## config.mk

```make
export PLATFORM = sky130hd
export DESIGN_NAME = sm_dmem_bridge
export DESIGN_NICKNAME = d
export VERILOG_FILES = /design/src/rtl/sm_dmem_pkg.sv /design/src/rtl/sm_timeout_counter.sv /design/src/rtl/sm_dmem_bridge.sv
export SDC_FILE = /design/constraint.sdc
export NUM_CORES = 1
export LEC_CHECK = 0
export BUFFER_PORTS_ARGS = -buffer_cell sky130_fd_sc_hd__buf_2
export CAP_MARGIN = 20
export CORE_UTILIZATION = 47
export CTS_CLUSTER_DIAMETER = 120
export DETAILED_ROUTE_END_ITERATION = 7
export HOLD_SLACK_MARGIN = 0.08
export PLACE_DENSITY_LB_ADDON = 0.3
export RECOVER_POWER = 100
export REMOVE_ABC_BUFFERS = 1
export SLEW_MARGIN = 20
export SYNTH_ARGS = -nofsm -noshare
export SYNTH_HDL_FRONTEND = slang
export SYNTH_SLANG_ARGS = --single-unit
```

## constraint.sdc

```tcl
create_clock -name clk -period 4.4 [get_ports clk]
set_input_delay 0.88 -clock clk [delete_from_list [all_inputs] [get_ports clk]]
set_output_delay 0.88 -clock clk [all_outputs]
set_load 0.005 [all_outputs]
```

## src/rtl/sm_dmem_pkg.sv

```systemverilog
// Shared types and constants for the data-memory bridge between a simple
// core pipeline and a valid/ready memory bus.
package sm_dmem_pkg;

    // Bridge FSM states.
    typedef enum logic [2:0] {
        IDLE  = 3'd0,
        ADDR  = 3'd1,
        RDATA = 3'd2,
        DONE  = 3'd3,
        ERR   = 3'd4
    } state_t;

    // Default abort limit for one access (cycles spent in ADDR + RDATA).
    localparam int TIMEOUT_DEFAULT = 255;

    // Width of the wait counter; limits above 255 are not representable.
    localparam int CNT_W = 8;

    // A bus address is usable only when it is word aligned.
    function automatic logic is_word_aligned(input logic [31:0] addr);
        return (addr[1:0] == 2'b00);
    endfunction

endpackage

```

## src/rtl/sm_timeout_counter.sv

```systemverilog
// Wait counter for one bus access. It is cleared when an access starts and
// counts every cycle the access is outstanding; "expired" flags the last
// permitted cycle so the FSM can abort instead of waiting forever.
module sm_timeout_counter
    import sm_dmem_pkg::*;
(
    input  logic             clk,
    input  logic             rst_p,
    input  logic             clear,
    input  logic             enable,
    input  logic [CNT_W-1:0] limit,
    output logic             expired
);

    logic [CNT_W-1:0] count_q;
    logic [CNT_W-1:0] count_d;

    // Next count: clear wins over enable; saturate rather than wrap.
    always_comb begin
        count_d = count_q;
        if (clear) begin
            count_d = '0;
        end else if (enable && (count_q != {CNT_W{1'b1}})) begin
            count_d = count_q + {{(CNT_W-1){1'b0}}, 1'b1};
        end
    end

    // Count register.
    always_ff @(posedge clk or posedge rst_p) begin
        if (rst_p) begin
            count_q <= '0;
        end else begin
            count_q <= count_d;
        end
    end

    // The cycle where count reaches limit-1 is the last one allowed.
    assign expired = enable && (count_q == (limit - {{(CNT_W-1){1'b0}}, 1'b1}));

endmodule

```

## src/rtl/sm_dmem_bridge.sv

```systemverilog
// Data-memory bridge: turns a single-cycle core load/store request into a
// valid/ready bus transaction, stalls the core until it completes, and
// reports misaligned or timed-out accesses through err / err_sticky.
module sm_dmem_bridge
    import sm_dmem_pkg::*;
#(
    parameter int TIMEOUT_CYCLES = TIMEOUT_DEFAULT
) (
    input  logic        clk,
    input  logic        rst_p,
    input  logic        req_valid,
    input  logic        req_write,
    input  logic [31:0] req_addr,
    input  logic [31:0] req_wdata,
    output logic        stall,
    output logic [31:0] rsp_rdata,
    output logic        err,
    output logic        err_sticky,
    output logic        bus_valid,
    output logic        bus_write,
    output logic [31:0] bus_addr,
    output logic [31:0] bus_wdata,
    input  logic        bus_ready,
    input  logic        bus_rvalid,
    input  logic [31:0] bus_rdata
);

    localparam logic [CNT_W-1:0] LIMIT = CNT_W'(TIMEOUT_CYCLES);

    state_t      state_q,      state_d;
    logic        bus_valid_q,  bus_valid_d;
    logic        bus_write_q,  bus_write_d;
    logic [31:0] bus_addr_q,   bus_addr_d;
    logic [31:0] bus_wdata_q,  bus_wdata_d;
    logic [31:0] rsp_rdata_q,  rsp_rdata_d;
    logic        err_q,        err_d;
    logic        err_sticky_q, err_sticky_d;

    logic cnt_clear;
    logic cnt_enable;
    logic cnt_expired;

    // Outstanding access time: counts only while waiting on the bus.
    assign cnt_enable = (state_q == ADDR) || (state_q == RDATA);

    sm_timeout_counter u_timeout (
        .clk     (clk),
        .rst_p   (rst_p),
        .clear   (cnt_clear),
        .enable  (cnt_enable),
        .limit   (LIMIT),
        .expired (cnt_expired)
    );

    // Next-state and registered-output logic. Completion is tested before
    // expiry so a response on the final cycle is still accepted.
    always_comb begin
        state_d      = state_q;
        bus_valid_d  = bus_valid_q;
        bus_write_d  = bus_write_q;
        bus_addr_d   = bus_addr_q;
        bus_wdata_d  = bus_wdata_q;
        rsp_rdata_d  = rsp_rdata_q;
        err_d        = 1'b0;
        err_sticky_d = err_sticky_q;
        cnt_clear    = 1'b0;

        case (state_q)
            IDLE: begin
                if (req_valid) begin
                    if (is_word_aligned(req_addr)) begin
                        state_d     = ADDR;
                        bus_valid_d = 1'b1;
                        bus_write_d = req_write;
                        bus_addr_d  = {req_addr[31:2], 2'b00};
                        bus_wdata_d = req_wdata;
                        cnt_clear   = 1'b1;
                    end else begin
                        // Misaligned: never touch the bus.
                        state_d      = ERR;
                        err_d        = 1'b1;
                        err_sticky_d = 1'b1;
                    end
                end
            end

            ADDR: begin
                if (bus_ready) begin
                    bus_valid_d = 1'b0;
                    if (bus_write_q) begin
                        state_d = DONE;
                    end else if (bus_rvalid) begin
                        rsp_rdata_d = bus_rdata;
                        state_d     = DONE;
                    end else begin
                        state_d = RDATA;
                    end
                end else if (cnt_expired) begin
                    bus_valid_d  = 1'b0;
                    state_d      = ERR;
                    err_d        = 1'b1;
                    err_sticky_d = 1'b1;
                end
            end

            RDATA: begin
                if (bus_rvalid) begin
                    rsp_rdata_d = bus_rdata;
                    state_d     = DONE;
                end else if (cnt_expired) begin
                    state_d      = ERR;
                    err_d        = 1'b1;
                    err_sticky_d = 1'b1;
                end
            end

            DONE: begin
                state_d = IDLE;
            end

            ERR: begin
                state_d = IDLE;
            end

            default: begin
                state_d     = IDLE;
                bus_valid_d = 1'b0;
            end
        endcase
    end

    // FSM state and all registered outputs.
    always_ff @(posedge clk or posedge rst_p) begin
        if (rst_p) begin
            state_q      <= IDLE;
            bus_valid_q  <= 1'b0;
            bus_write_q  <= 1'b0;
            bus_addr_q   <= '0;
            bus_wdata_q  <= '0;
            rsp_rdata_q  <= '0;
            err_q        <= 1'b0;
            err_sticky_q <= 1'b0;
        end else begin
            state_q      <= state_d;
            bus_valid_q  <= bus_valid_d;
            bus_write_q  <= bus_write_d;
            bus_addr_q   <= bus_addr_d;
            bus_wdata_q  <= bus_wdata_d;
            rsp_rdata_q  <= rsp_rdata_d;
            err_q        <= err_d;
            err_sticky_q <= err_sticky_d;
        end
    end

    // Core must hold while a request is pending or the bus is busy.
    always_comb begin
        stall = ((state_q == IDLE) && req_valid) ||
                (state_q == ADDR) || (state_q == RDATA);
    end

    assign bus_valid  = bus_valid_q;
    assign bus_write  = bus_write_q;
    assign bus_addr   = bus_addr_q;
    assign bus_wdata  = bus_wdata_q;
    assign rsp_rdata  = rsp_rdata_q;
    assign err        = err_q;
    assign err_sticky = err_sticky_q;

endmodule

```

== Word-level counts from Yosys, hierarchy flattened ==
Index checks and enable logic that the tools add are counted.

* Output and inout port bits: 101
* Input bits: 102
* Register bits: 109
* Word-level logic and storage cells: 75

* Eq/ne operators: 14
* Multiplexer cells: 34
* Reduce and logical (&&, ||, !) cells: 16
* Add/subtract/negate cells: 1
* Bitwise operators: 1

{| class="wikitable"
|+ Operator list
! operator !! count
|-
| 2-to-1 mux 32 bit || 3
|-
| case mux 32 bit (2 select lines) || 1
|-
| 2-to-1 mux 1 bit || 19
|-
| 2-to-1 mux 8 bit || 2
|-
| 2-to-1 mux 3 bit || 5
|-
| != test 2 bit (second input constant) || 7
|-
| case mux 1 bit (3 select lines) || 3
|-
| case mux 3 bit (3 select lines) || 1
|-
| adder 8 x 1 -> 8 bit (second input constant) || 1
|-
| equality test 8 bit (second input constant) || 1
|-
| != test 8 bit (second input constant) || 1
|-
| equality test 3 x 2 -> 1 bit (second input constant) || 2
|-
| AND reduction 3 bit || 2
|-
| AND reduction 5 bit || 1
|-
| AND reduction 4 bit || 1
|-
| nonzero test 2 bit || 2
|-
| equality test 3 x 1 -> 1 bit (second input constant) || 1
|-
| equality test 3 bit (second input constant) || 1
|-
| logical AND 1 bit || 3
|-
| zero test 3 bit || 1
|-
| logical OR 1 bit || 3
|-
| != test 3 bit (second input constant) || 1
|-
| nonzero test 3 bit || 1
|-
| OR reduction 3 bit || 1
|-
| 2 further kinds || 2
|}

== Longest topological paths before layout ==
Gate-level depths: netlist of the first run.

* Word-level depth: 6
* Depth in mapped cells: 8

== Modules after synthesis ==
Synthesis of the first run repeated with hierarchy kept, for this count alone.

* Cells, all modules: 328
* Area total of the unflattened synthesis: 4870.9 um^2

{| class="wikitable"
|+ By module, submodules not included
! module !! area an instance (um^2) !! cells an instance !! times used
|-
| sm_dmem_bridge || 4191.5 || 247 || 1
|-
| sm_timeout_counter || 679.4 || 81 || 1
|}

== Worst setup path after synthesis of the first run ==
Ideal clock, no wire load.

* Kind: in2out
* Start point: input port req_valid
* End point: output port stall
* Arrival: 1.188 ns
* Buffers on the path: 0
* Setup slack: 2.332 ns
* Cell stages on the path: 2
* Cell sequence: nor3_1 -> a211oi_1

* Longest elaborated chain between the ends: 3

{| class="wikitable"
|+ Ends and longest elaborated chain
! element !! line !! text
|-
| from (decl) || sm_dmem_bridge.sv:11 || <nowiki>input logic req_valid,</nowiki>
|-
| logical AND 1 bit || sm_dmem_bridge.sv:157 || <nowiki>stall = ((state_q == IDLE) && req_valid) ||</nowiki>
|-
| logical OR 1 bit || sm_dmem_bridge.sv:157 ||
|-
| logical OR 1 bit || sm_dmem_bridge.sv:158 || <nowiki>(state_q == ADDR) || (state_q == RDATA);</nowiki>
|-
| to (decl) || sm_dmem_bridge.sv:15 || <nowiki>output logic stall,</nowiki>
|}

No other way between the ends.

== Worst setup path after layout of the first run ==
* Start point: register state_q[2]
* End point: register u_timeout.count_q[1]

* Longest elaborated chain between the ends: 4

{| class="wikitable"
|+ Ends and longest elaborated chain
! element !! line !! text
|-
| from (decl) || sm_dmem_bridge.sv:30 || <nowiki>state_t state_q, state_d;</nowiki>
|-
| from (signal assigned) || sm_dmem_bridge.sv:144 || <nowiki>state_q <= state_d;</nowiki>
|-
| equality test 3 x 1 -> 1 bit / equality test 3 x 2 -> 1 bit (equally long branches) || sm_dmem_bridge.sv:44 || <nowiki>assign cnt_enable = (state_q == ADDR) || (state_q == RDATA);</nowiki>
|-
| logical OR 1 bit || sm_dmem_bridge.sv:44 ||
|-
| logical AND 1 bit || sm_timeout_counter.sv:23 || <nowiki>end else if (enable && (count_q != {CNT_W{1'b1}})) begin</nowiki>
|-
| nonzero test 2 bit (no line) || n/a ||
|-
| to (signal assigned) || sm_timeout_counter.sv:33 || <nowiki>count_q <= count_d;</nowiki>
|-
| to (decl) || sm_timeout_counter.sv:15 || <nowiki>logic [CNT_W-1:0] count_q;</nowiki>
|}

Parallel ways exist; a longest one is shown, timed or not.
A chain may end at the register's enable or synchronous reset.

==> impl_results.md, run 1 <==
* Post-synth top area share at 0.601
* Initial DRC Count at 61
* Commonest cells in the netlist: 193 x nand2_1, 109 x dfrtp_1, 30 x mux2_4
* Required time worst endpoint at 4640 ps
* Initial Utilization at 0.489
* Count leader, synth: nand2_1
* Vias at 3,593
* Hold slack at 480 ps
* Die height at 100 um
* Final WL at 10,600 um
* Ports at 203
* Failing checks: max-capacitance violations, max-slew violations
* Largest net degree at the start of global routing at 110
* Worst Path Buf+Inv at 1
* Post-synth EDFFs at 0
* CTS tree: yes
* Max-slew violations at 33
* RSZ-0062 raised after global routing: false
* Die area at 10,100 um2
* Area Growth Syn to Fin at 21.8%
* Diodes inserted at 0
* Residual DRC at 0
* Min Tclk post-route at 2850 ps
* Global-route wire length before repair at 17,300 um
* Post-CTS setup buffer count at 0
* Final Hold Viols at 0
* Gate count of the mapped netlist at 423
* Max Clock Freq at 0.350 GHz
* Cell row count at 35
* Final Skew at 8.16 ps
* Stages on the worst setup path at 5
* Worst reg-to-reg path cell count at 5
* Setup violations, final at 0
* Detail Route Antenna Nets at 0
* Syn Area/Cell at 10.7 um2
* Max_cap viols at 1
* Cell taking the most area after synthesis: dfrtp_1
* First-pass DRT Iterations at 4
* Peak VDD IR at 0.246 mV
* Die Span X at 100 um
* Vias in the first global route at 3,777
* Delay-heaviest family, CP: simple AND/OR/NAND/NOR gates
* Syn Std Cell Area at 4540 um2
* PostCTS Resize Cnt at 0
* Tot GR Track Use at 0.219
* Mean routed wirelength per cell at 14.2 um
* Fin Setup TNS at 0 ps
* Final core occ at 0.596
* Asr flop ratio synth at 1.00
* Hold/Removal Path Class: register to register
* WHS Path Cells at 2
* Routed vias/inst at 4.80
* CP max-delay cell: clkbuf_2
* Max FO, Critical Path at 46
* Startpoint Class: register
* Crit-path max cell delay at 710 ps
* CTS Buf Count at 9
* Period utilization at 0.649
* Leak at 0.00286 uW
* Cts hold-fix bufs at 0
* Clock sink count at 109
* Share of cells above drive strength 1 at 0.249
* Root buffer cell: clkbuf_8
* Area contributors post-synth: dfrtp_1 60%, nand2_1 16%, mux2_4 9.9%
* Crit path capture type: register
* Worst-case clock buffer depth at 2
* Fin nets at 719
* Post-synthesis sequential area ratio at 0.601
* FF+latch count, synth at 109
* Worst-skew pair later-pin latency at 360 ps
* Antenna violations before repair at 0
* Yosys warns at 0
* Status: finished with violations
* Worst-margin pin slew at 1540 ps
* Worst path cell trace: nor4b_1 -> nand2_1 -> clkbuf_2 -> nand3_1 -> o21ai_0
* Critical path class: register to register
* Port Buffer Count at 200
* Slew Limit Headroom at -0.0270
* Critical path arrival at 3090 ps
* CTS clk-pin slew, worst paths at 100 ps
* HPWL Detailed at 7670 um
* Primary FF master, synth: dfrtp_1
* PwrDens at 612 nW/um2
* Netlist cell types at 43
* Gpl congestion at 0.757
* Htree depth at 3
* Gr ovfl total at 0
* Core area at 9280 um2
[sequential cells by signal (all words and copies together), names as in the netlist]
| register | flops |
|---|---|
| rsp_rdata | 32 |
| err | 1 |
| u_timeout.count_q | 8 |
| bus_valid | 1 |
| bus_addr | 30 |
| state_q | 3 |
| bus_write | 1 |
| err_sticky | 1 |
| bus_wdata | 32 |
[worst paths after layout]
kind / from / to / slack [ps]
setup reg to reg: state_q[2] / u_timeout.count_q[1] / 1550
max in group asynchronous: rst_p / bus_addr[8] / 3280
hold reg to reg: bus_addr[6] / bus_addr[6] / 480
min in group asynchronous: rst_p / err / 690
hold / removal: bus_addr[6] / bus_addr[6] / 480
setup / recovery: state_q[2] / u_timeout.count_q[1] / 1550
[per-stage QoR]
stage / instances / worst slack [ps] / total power, uW / instance area, um2
after CTS: 748 / 1970 / 3660 / 5760
after global routing: 748 / 1160 / 3670 / 5530
after floorplan: 401 / 646 / 2420 / 4370
final: 748 / 1550 / 3380 / 5530
after detailed placement: 733 / 1580 / 3070 / 5580
after global placement: 733 / 1640 / 3010 / 5580
[power by group]
group	internal [uW]	switching [uW]	total, uW
Sequential	1450	285	1740
Combinational	501	574	1080
Clock	227	344	571
[worst reg2reg max path, stage by stage (launching register included)]
cell	delay [ps]
dfrtp_1	560
nor4b_1	490
nand2_1	610
clkbuf_2	710
nand3_1	270
o21ai_0	100
[layer usage]
metal  part of all wire  vias to the layer above  wire, um  track usage
met3              0.098                       17      1040       0.0850
met1               0.42                     1674      4460        0.263
met4              0.017                        0       184       0.0847
li1                   -                     1736         -            -
met2               0.46                      166      4930        0.356
met5                  0                        -         0            0
[cell usage in the layout (no fill, tap or decap), drive strengths merged, types with 2 or more instances in the layout]
master | netlist | layout
conb | 1 | 2
a311oi | 2 | 2
ha | 2 | 2
nand2b | 3 | 3
nand3b | 2 | 2
o31ai | 3 | 3
nor4 | 3 | 3
inv | 5 | 6
clkinv | 0 | 2
mux2 | 32 | 32
a21oi | 4 | 4
buf | 18 | 133
nor3 | 3 | 3
nand3 | 8 | 8
a211oi | 3 | 3
clkbuf | 5 | 80
nand4 | 2 | 2
clkinvlp | 0 | 2
nor2 | 6 | 6
nand2 | 193 | 193
dfrtp | 109 | 109
o21ai | 4 | 4
[cells by family (layout without fill, tap and decap cells)]
logic type / after synthesis / after routing / share of synthesized area
buffers and inverters: 28 / 223 / 0.0416
AO/OA/AOI/OAI: 23 / 23 / 0.0361
other: 1 / 2 / 0.000826
adder cells (fa/ha/maj): 2 / 2 / 0.00551
XOR/XNOR: 1 / 1 / 0.00193
AND/OR/NAND/NOR: 226 / 226 / 0.207
flip-flops: 109 / 109 / 0.601
multiplexers: 33 / 33 / 0.106
[cell type report]
cell class | count | area [um2]
fillers | 901 | 3750
flip-flops and latches | 109 | 2730
multi-input cells | 287 | 1490
repair buffers | 203 | 946
well taps | 129 | 161
clock buffers | 10 | 138
clock inverters | 5 | 45.0
inverters | 5 | 20.0
No activity file was read; power rests on OpenSTA's default activity.
==> run 2: changes to the inputs <==
ABC_AREA = 1   (was unset)
CORE_UTILIZATION = 43   (was 47)
clock period = 2.3 ns   (was 4.4 ns; I/O delays follow)
==> run 2 against run 1 <==
Routed wire length increased by 4.2%. Highest routed layer unchanged. Synthesized cell count increased by 24%. The run now ends clean. Non-clock buffer count increased by 5. Flip-flop and latch count unchanged. Cell count increased by 15%. First-iteration DRC count increased to 2.7 times the previous value. Critical endpoint is now stall. Largest power group unchanged. Critical path depth unchanged. Core utilization decreased by 3.9 points.
==> impl_results.md, run 2 <==
* Slew Limit Headroom at 0.0869 (was -0.0270)
* Max Clock Freq at 0.490 GHz
* Asr flop ratio synth at 1.00 (unchanged)
* Hold path startpoint: req_wdata[14] (was bus_addr[6])
* Yosys warns at 0 (unchanged)
* Power Total at 6840 uW (was 3380 uW)
* Residual DRC at 0 (unchanged)
* Clock sink count at 109 (unchanged)
* CP dominant cell by count: nor2_1
* Primary FF master, synth: dfrtp_1 (unchanged)
* Diodes inserted at 0 (unchanged)
* Critical path class: register to output port (was register to register)
* Hold slack at 287 ps (was 480 ps)
* Count leader, synth: nand2_1 (unchanged)
* Peak VDD IR at 0.452 mV (was 0.246 mV)
* Period utilization at 0.887
* WHS Path Cells at 3 (was 2)
* Vias at 3,985 (was 3,593)
* Worst reg-to-reg path cell count at 7 (was 5)
* Htree depth at 3 (unchanged)
* Setup violations, final at 0 (unchanged)
* Syn Std Cell Area at 4720 um2 (was 4540 um2)
* Max FO, Critical Path at 4 (was 46)
* Min Tclk post-route at 2040 ps
* Post-synth top area share at 0.578 (was 0.601)
* Vias in the first global route at 3,872 (was 3,777)
* Hold Path Sink: bus_wdata[14] (was bus_addr[6])
* Syn Area/Cell at 9.01 um2 (was 10.7 um2)
* Gpl congestion at 0.799 (was 0.757)
* Startpoint Class: register (unchanged)
* CTS clk-pin slew, worst paths at 110 ps (was 100 ps)
* Routed vias/inst at 4.62 (was 4.80)
* Worst reg2reg endpoint: u_timeout.count_q[4] (was u_timeout.count_q[1])
* CTS Buf Count at 9 (unchanged)
* Placed insts at 847 (was 733)
* Post-synthesis sequential area ratio at 0.578 (was 0.601)
* Worst-case clock buffer depth at 2 (unchanged)
* Global-route wire length before repair at 18,000 um (was 17,300 um)
* PwrDens at 1180 nW/um2 (was 612 nW/um2)
* FF+latch count, synth at 109 (unchanged)
* Netlist cell types at 30 (was 43)
* Cell taking the most area after synthesis: dfrtp_1 (unchanged)
* Die Span X at 107 um (was 100 um)
* Critical path arrival at 1580 ps (was 3090 ps)
* Hold/Removal Path Class: input port to register (was register to register)
* Most frequent cells in the layout: 248 x nand2_1, 156 x buf_2, 109 x dfrtp_1 (was 193 x nand2_1, 130 x buf_2, 109 x dfrtp_1)
* Setup slack, reg-to-reg at 380 ps (was 1550 ps)
* Commonest cells in the netlist: 232 x nand2_1, 109 x dfrtp_1, 47 x inv_1 (was 193 x nand2_1, 109 x dfrtp_1, 30 x mux2_4)
* Tot GR Track Use at 0.201 (was 0.219)
* RSZ-0062 raised after global routing: false (unchanged)
* First-pass DRT Iterations at 4 (unchanged)
* Leak at 0.00334 uW (was 0.00286 uW)
* Worst path cell trace: nor2_1 -> nand2_1 -> nor2_1 -> or2_2 -> buf_2 (was nor4b_1 -> nand2_1 -> clkbuf_2 -> nand3_1 -> o21ai_0)
* Final WL at 11,100 um (was 10,600 um)
* Required time worst endpoint at 1840 ps (was 4640 ps)
* Max-slew violations at 0 (was 33)
* Gr ovfl total at 0 (unchanged)
* Port Buffer Count at 200 (unchanged)
* Area contributors post-synth: dfrtp_1 58%, nand2_1 18%, o21ai_2 5.9% (was dfrtp_1 60%, nand2_1 16%, mux2_4 9.9%)
* CTS tree: yes (unchanged)
* Largest net degree at the start of global routing at 58 (was 110)
* Mean routed wirelength per cell at 12.8 um (was 14.2 um)
* Core area at 10,500 um2 (was 9280 um2)
* Ports at 203 (unchanged)
* Worst-margin pin slew at 1360 ps (was 1540 ps)
* Antenna violations before repair at 0 (unchanged)
* Final Skew at 12.5 ps (was 8.16 ps)
* Most common cell after layout, fill and taps aside: nand2_1 (unchanged)
* Area after DPL at 5830 um2 (was 5580 um2)
* RR Startpoint: state_q[1] (was state_q[2])
* Worst-skew pair later-pin latency at 350 ps (was 360 ps)
* Fin nets at 826 (was 719)
* Fill count at 1,037 (was 901)
* Max_cap viols at 0 (was 1)
* Final Hold Viols at 0 (unchanged)
* Post-synth EDFFs at 0 (unchanged)
* Area Growth Syn to Fin at 23.3% (was 21.8%)
* Cts hold-fix bufs at 0 (unchanged)
* Crit path capture type: output port (was register)
* PostCTS Resize Cnt at 0 (unchanged)
* HPWL Detailed at 8180 um (was 7670 um)
* Non-Filler Instances at 862 (was 748)
* Initial Utilization at 0.451 (was 0.489)
* Worst Path Buf+Inv at 1 (unchanged)
* Cell row count at 37 (was 35)
* Register Area at 2730 um2 (unchanged)
* Status: finished clean (was finished with violations)
* Share of cells above drive strength 1 at 0.291 (was 0.249)
* Post-CTS setup buffer count at 0 (unchanged)
* Initial DRC Count at 162 (was 61)
* Detail Route Antenna Nets at 0 (unchanged)
* Gate count of the mapped netlist at 524 (was 423)
* Root buffer cell: clkbuf_8 (unchanged)
* Final Cell Area at 5820 um2 (was 5530 um2)
* Fin Setup TNS at 0 ps (unchanged)
* Delay-heaviest family, CP: simple AND/OR/NAND/NOR gates (unchanged)
* Die height at 107 um (was 100 um)
* Die area at 11,400 um2 (was 10,100 um2)
* Crit-path max cell delay at 430 ps (was 710 ps)
* Area taken by multi-input logic gates at 1540 um2 (was 1490 um2)
* CP max-delay cell: dfrtp_1 (was clkbuf_2)
run 2: stage by stage:
step           utilization  worst slack (ps)
2_1_floorplan            -             -1030
5_1_grt              0.557               111
4_1_cts              0.574               230
6_report             0.557               259
3_5_place_dp         0.558               409
3_3_place_gp         0.558               438
run 2: power by group:
group	leakage, uW	switching [uW]	internal (uW)
sequential	0.00137	496	2770
clock	0.0000809	653	403
combinational	0.00189	1440	1080
total	0.00334	2590	4250
run 2: cell families (layout without fill, tap and decap cells):
| group | after synthesis | after routing | synth area share |
|---|---|---|---|
| AOI/OAI and AO/OA | 45 | 45 | 0.0779 |
| xor gates and xnor gates | 1 | 1 | 0.00186 |
| adders and majority gates | 2 | 2 | 0.00530 |
| buffers and inverters | 73 | 274 | 0.0779 |
| DFF | 109 | 109 | 0.578 |
| other | 1 | 2 | 0.000794 |
| and+or+nand+nor | 293 | 293 | 0.259 |
run 2: worst register-to-register path: cells and delay by family (launching register included):
family	cells	cell delay [ps]
AND/OR/NAND/NOR	4	780
buffers and inverters	2	490
flip-flops	1	430
AO/OA/AOI/OAI	1	90
run 2: layout make-up:
cell class,count,share of cell area
sequential,109,0.468
multi-input combinational,343,0.264
timing repair buffer,208,0.176
inverter,51,0.0331
tap,136,0.0292
clock buffer,10,0.0219
clock inverter,5,0.00752
run 2: routing by layer:
metal | global-route usage | part of all wire | routed length [um] | vias up
li1 | - | - | - | 1969
met1 | 0.235 | 0.41 | 4590 | 1848
met2 | 0.342 | 0.48 | 5350 | 148
met3 | 0.0681 | 0.080 | 885 | 20
met4 | 0.0753 | 0.022 | 242 | 0
met5 | 0 | 0 | 0 | -
run 2: worst max-delay path by stage:
stage                      from  depth (start not counted)                    to  slack [ps]
floorplan                 rst_p                          1          bus_addr[10]       -1030
global placement    req_addr[1]                          9  u_timeout.count_q[6]         440
detailed placement  req_addr[1]                          7             bus_write         410
CTS                  state_q[0]                          5                 stall         230
global route         state_q[1]                          5                 stall         110
finish               state_q[1]                          5                 stall         260
==> run 3: changes to the inputs <==
CTS_BUF_LIST = sky130_fd_sc_hd__clkbuf_16   (was unset)
==> run 3 against run 2 <==
Global-route usage fell by 0.17 points. Sequential power barely moved. Sequential share of layout area fell by 0.85 points. Maximum frequency rose by 1.4%. Via count rose by 0.20%. Critical path type unchanged. Power rose by 5.7%. Combinational power barely moved. Cell area rose by 1.8%. Clock skew fell by 4.3 ps. Routed wire length rose by 0.14%.
==> impl_results.md, run 3 (same netlist as run 2, synthesis figures left out) <==
* Fin Setup TNS at 0 ps (unchanged)
* Root buffer cell: clkbuf_16 (was clkbuf_8)
* Initial Utilization at 0.451 (unchanged)
* Final Cell Area at 5930 um2 (was 5820 um2)
* Die Span X at 107 um (unchanged)
* Area after DPL at 5830 um2 (unchanged)
* Worst-margin pin slew at 1360 ps (about the same)
* Crit-path max cell delay at 420 ps (was 430 ps)
* Min Tclk post-route at 2010 ps (was 2040 ps)
* Fin nets at 826 (unchanged)
* Most frequent cells in the layout: 249 x nand2_1, 156 x buf_2, 109 x dfrtp_1 (was 248 x nand2_1, 156 x buf_2, 109 x dfrtp_1)
* Final Hold Viols at 0 (unchanged)
* CTS tree: yes (unchanged)
* Critical path class: register to output port (unchanged)
* CP max-delay cell: dfrtp_1 (unchanged)
* Critical path arrival at 1550 ps (was 1580 ps)
* Max FO, Critical Path at 4 (unchanged)
* Clk pwr share at 0.198 (was 0.154)
* Placed insts at 847 (unchanged)
* Final Skew at 8.18 ps (was 12.5 ps)
* Slew Limit Headroom at 0.0861 (was 0.0869)
* Initial DRC Count at 182 (was 162)
* Leak at 0.00339 uW (was 0.00334 uW)
* Largest net degree at the start of global routing at 58 (unchanged)
* Htree depth at 3 (unchanged)
* Gr ovfl total at 0 (unchanged)
* Final WL at 11,100 um (about the same)
* Residual DRC at 0 (unchanged)
* Hold/Removal Path Class: input port to register (unchanged)
* RSZ-0062 raised after global routing: false (unchanged)
* Worst-case clock buffer depth at 2 (unchanged)
* CTS Buf Count at 9 (unchanged)
* Startpoint Class: register (unchanged)
* Cell row count at 37 (unchanged)
* Hold slack at 314 ps (was 287 ps)
* Combinational Power Share at 0.351 (was 0.369)
* HPWL Detailed at 8180 um (unchanged)
* Peak VDD IR at 0.494 mV (was 0.452 mV)
* Mean routed wirelength per cell at 12.9 um (was 12.8 um)
* Vias at 3,993 (was 3,985)
* Post-CTS setup buffer count at 0 (unchanged)
* Cts hold-fix bufs at 0 (unchanged)
* Share of cells above drive strength 1 at 0.289 (was 0.291)
* P_sw at 2630 uW (was 2590 uW)
* Die area at 11,400 um2 (unchanged)
* Worst-skew pair later-pin latency at 330 ps (was 350 ps)
* Die height at 107 um (unchanged)
* Worst path cell trace: nor2_1 -> nand2_1 -> nor2_1 -> or2_2 -> buf_2 (unchanged)
* Area Growth Syn to Fin at 25.6% (was 23.3%)
* Max-slew violations at 0 (unchanged)
* Switch share at 0.364 (was 0.379)
* Delay-heaviest family, CP: simple AND/OR/NAND/NOR gates (unchanged)
* Detail Route Antenna Nets at 0 (unchanged)
* PwrDens at 1220 nW/um2 (was 1180 nW/um2)
* Setup violations, final at 0 (unchanged)
* Crit path capture type: output port (unchanged)
* Ports at 203 (unchanged)
* Vias in the first global route at 3,873 (was 3,872)
* Required time worst endpoint at 1840 ps (about the same)
* Max Clock Freq at 0.497 GHz (was 0.490 GHz)
* Power Internal at 4600 uW (was 4250 uW)
* Worst Path Buf+Inv at 1 (unchanged)
* Max_cap viols at 0 (unchanged)
* Diodes inserted at 0 (unchanged)
* Global-route wire length before repair at 17,900 um (was 18,000 um)
* Routed vias/inst at 4.63 (was 4.62)
* CP dominant cell by count: nor2_1 (unchanged)
* Tot GR Track Use at 0.200 (was 0.201)
* Clock sink count at 109 (unchanged)
* Antenna violations before repair at 0 (unchanged)
* First-pass DRT Iterations at 4 (unchanged)
* PostCTS Resize Cnt at 0 (unchanged)
* Non-Filler Instances at 862 (unchanged)
* Core area at 10,500 um2 (unchanged)
* Gpl congestion at 0.799 (unchanged)
* Most common cell after layout, fill and taps aside: nand2_1 (unchanged)
* Sequential share of power at 0.452 (was 0.477)
* CTS clk-pin slew, worst paths at 70 ps (was 110 ps)
* Status: finished clean (unchanged)
* Port Buffer Count at 200 (unchanged)
* Period utilization at 0.875 (was 0.887)
## run 3: cell count changes in the layout (fill, tap and decap cells not counted)
| cell | delta |
|---|---|
| clkbuf_8 | -9 |
| clkbuf_16 | +9 |
| buf_12 | +1 |
| clkbuf_1 | -1 |
| nand2_1 | +1 |
| inv_1 | +1 |
| buf_6 | -1 |
| nand2_2 | -1 |
## run 3: power groups by stage
stage               logic, uW  registers, uW  clock network (uW)
floorplan                1460           3350                   0
global placement         2730           3280                   0
detailed placement       2830           3310                   0
CTS                      2830           3290                1480
global route             2890           3380                1540
finish                   2540           3270                1430
## run 3: tightest hold or removal path: stages
cell and delay [ps]:
buf_2 80, nand2_1 40, nand2_1 40
## run 3: final timing paths
check	end	slack, ps	start	depth (start not counted)
max	stall	290	state_q[1]	5
min in group asynchronous	bus_addr[12]	410	rst_p	2
min	bus_wdata[14]	310	req_wdata[14]	3
max reg2reg	u_timeout.count_q[4]	380	state_q[1]	7
max in group asynchronous	state_q[1]	520	rst_p	3
min reg2reg	bus_addr[25]	480	bus_addr[25]	2
## run 3: stage by stage
stage | total power, uW | setup slack (ps) | util
3_3_place_gp | 6010 | 438 | 0.558
4_1_cts | 7600 | 273 | 0.584
6_report | 7230 | 287 | 0.567
3_5_place_dp | 6130 | 409 | 0.558
2_1_floorplan | 4810 | -1030 | -
5_1_grt | 7810 | 148 | 0.567
## run 3: area by class of cell
type                    instances  area (um2)
clock buffers                   9         225
clock inverters                 6        47.5
fillers                      1023        4530
inverters                      51         193
multi-input cells             343        1540
flip-flops and latches        109        2730
well taps                     136         170
repair buffers                208        1030
## run 3: metal layers
layer	wire (um)	GRT usage	share of wire
met5	0	0	0
met4	261	0.0695	0.024
met3	872	0.0663	0.079
met2	5350	0.342	0.48
met1	4590	0.234	0.41
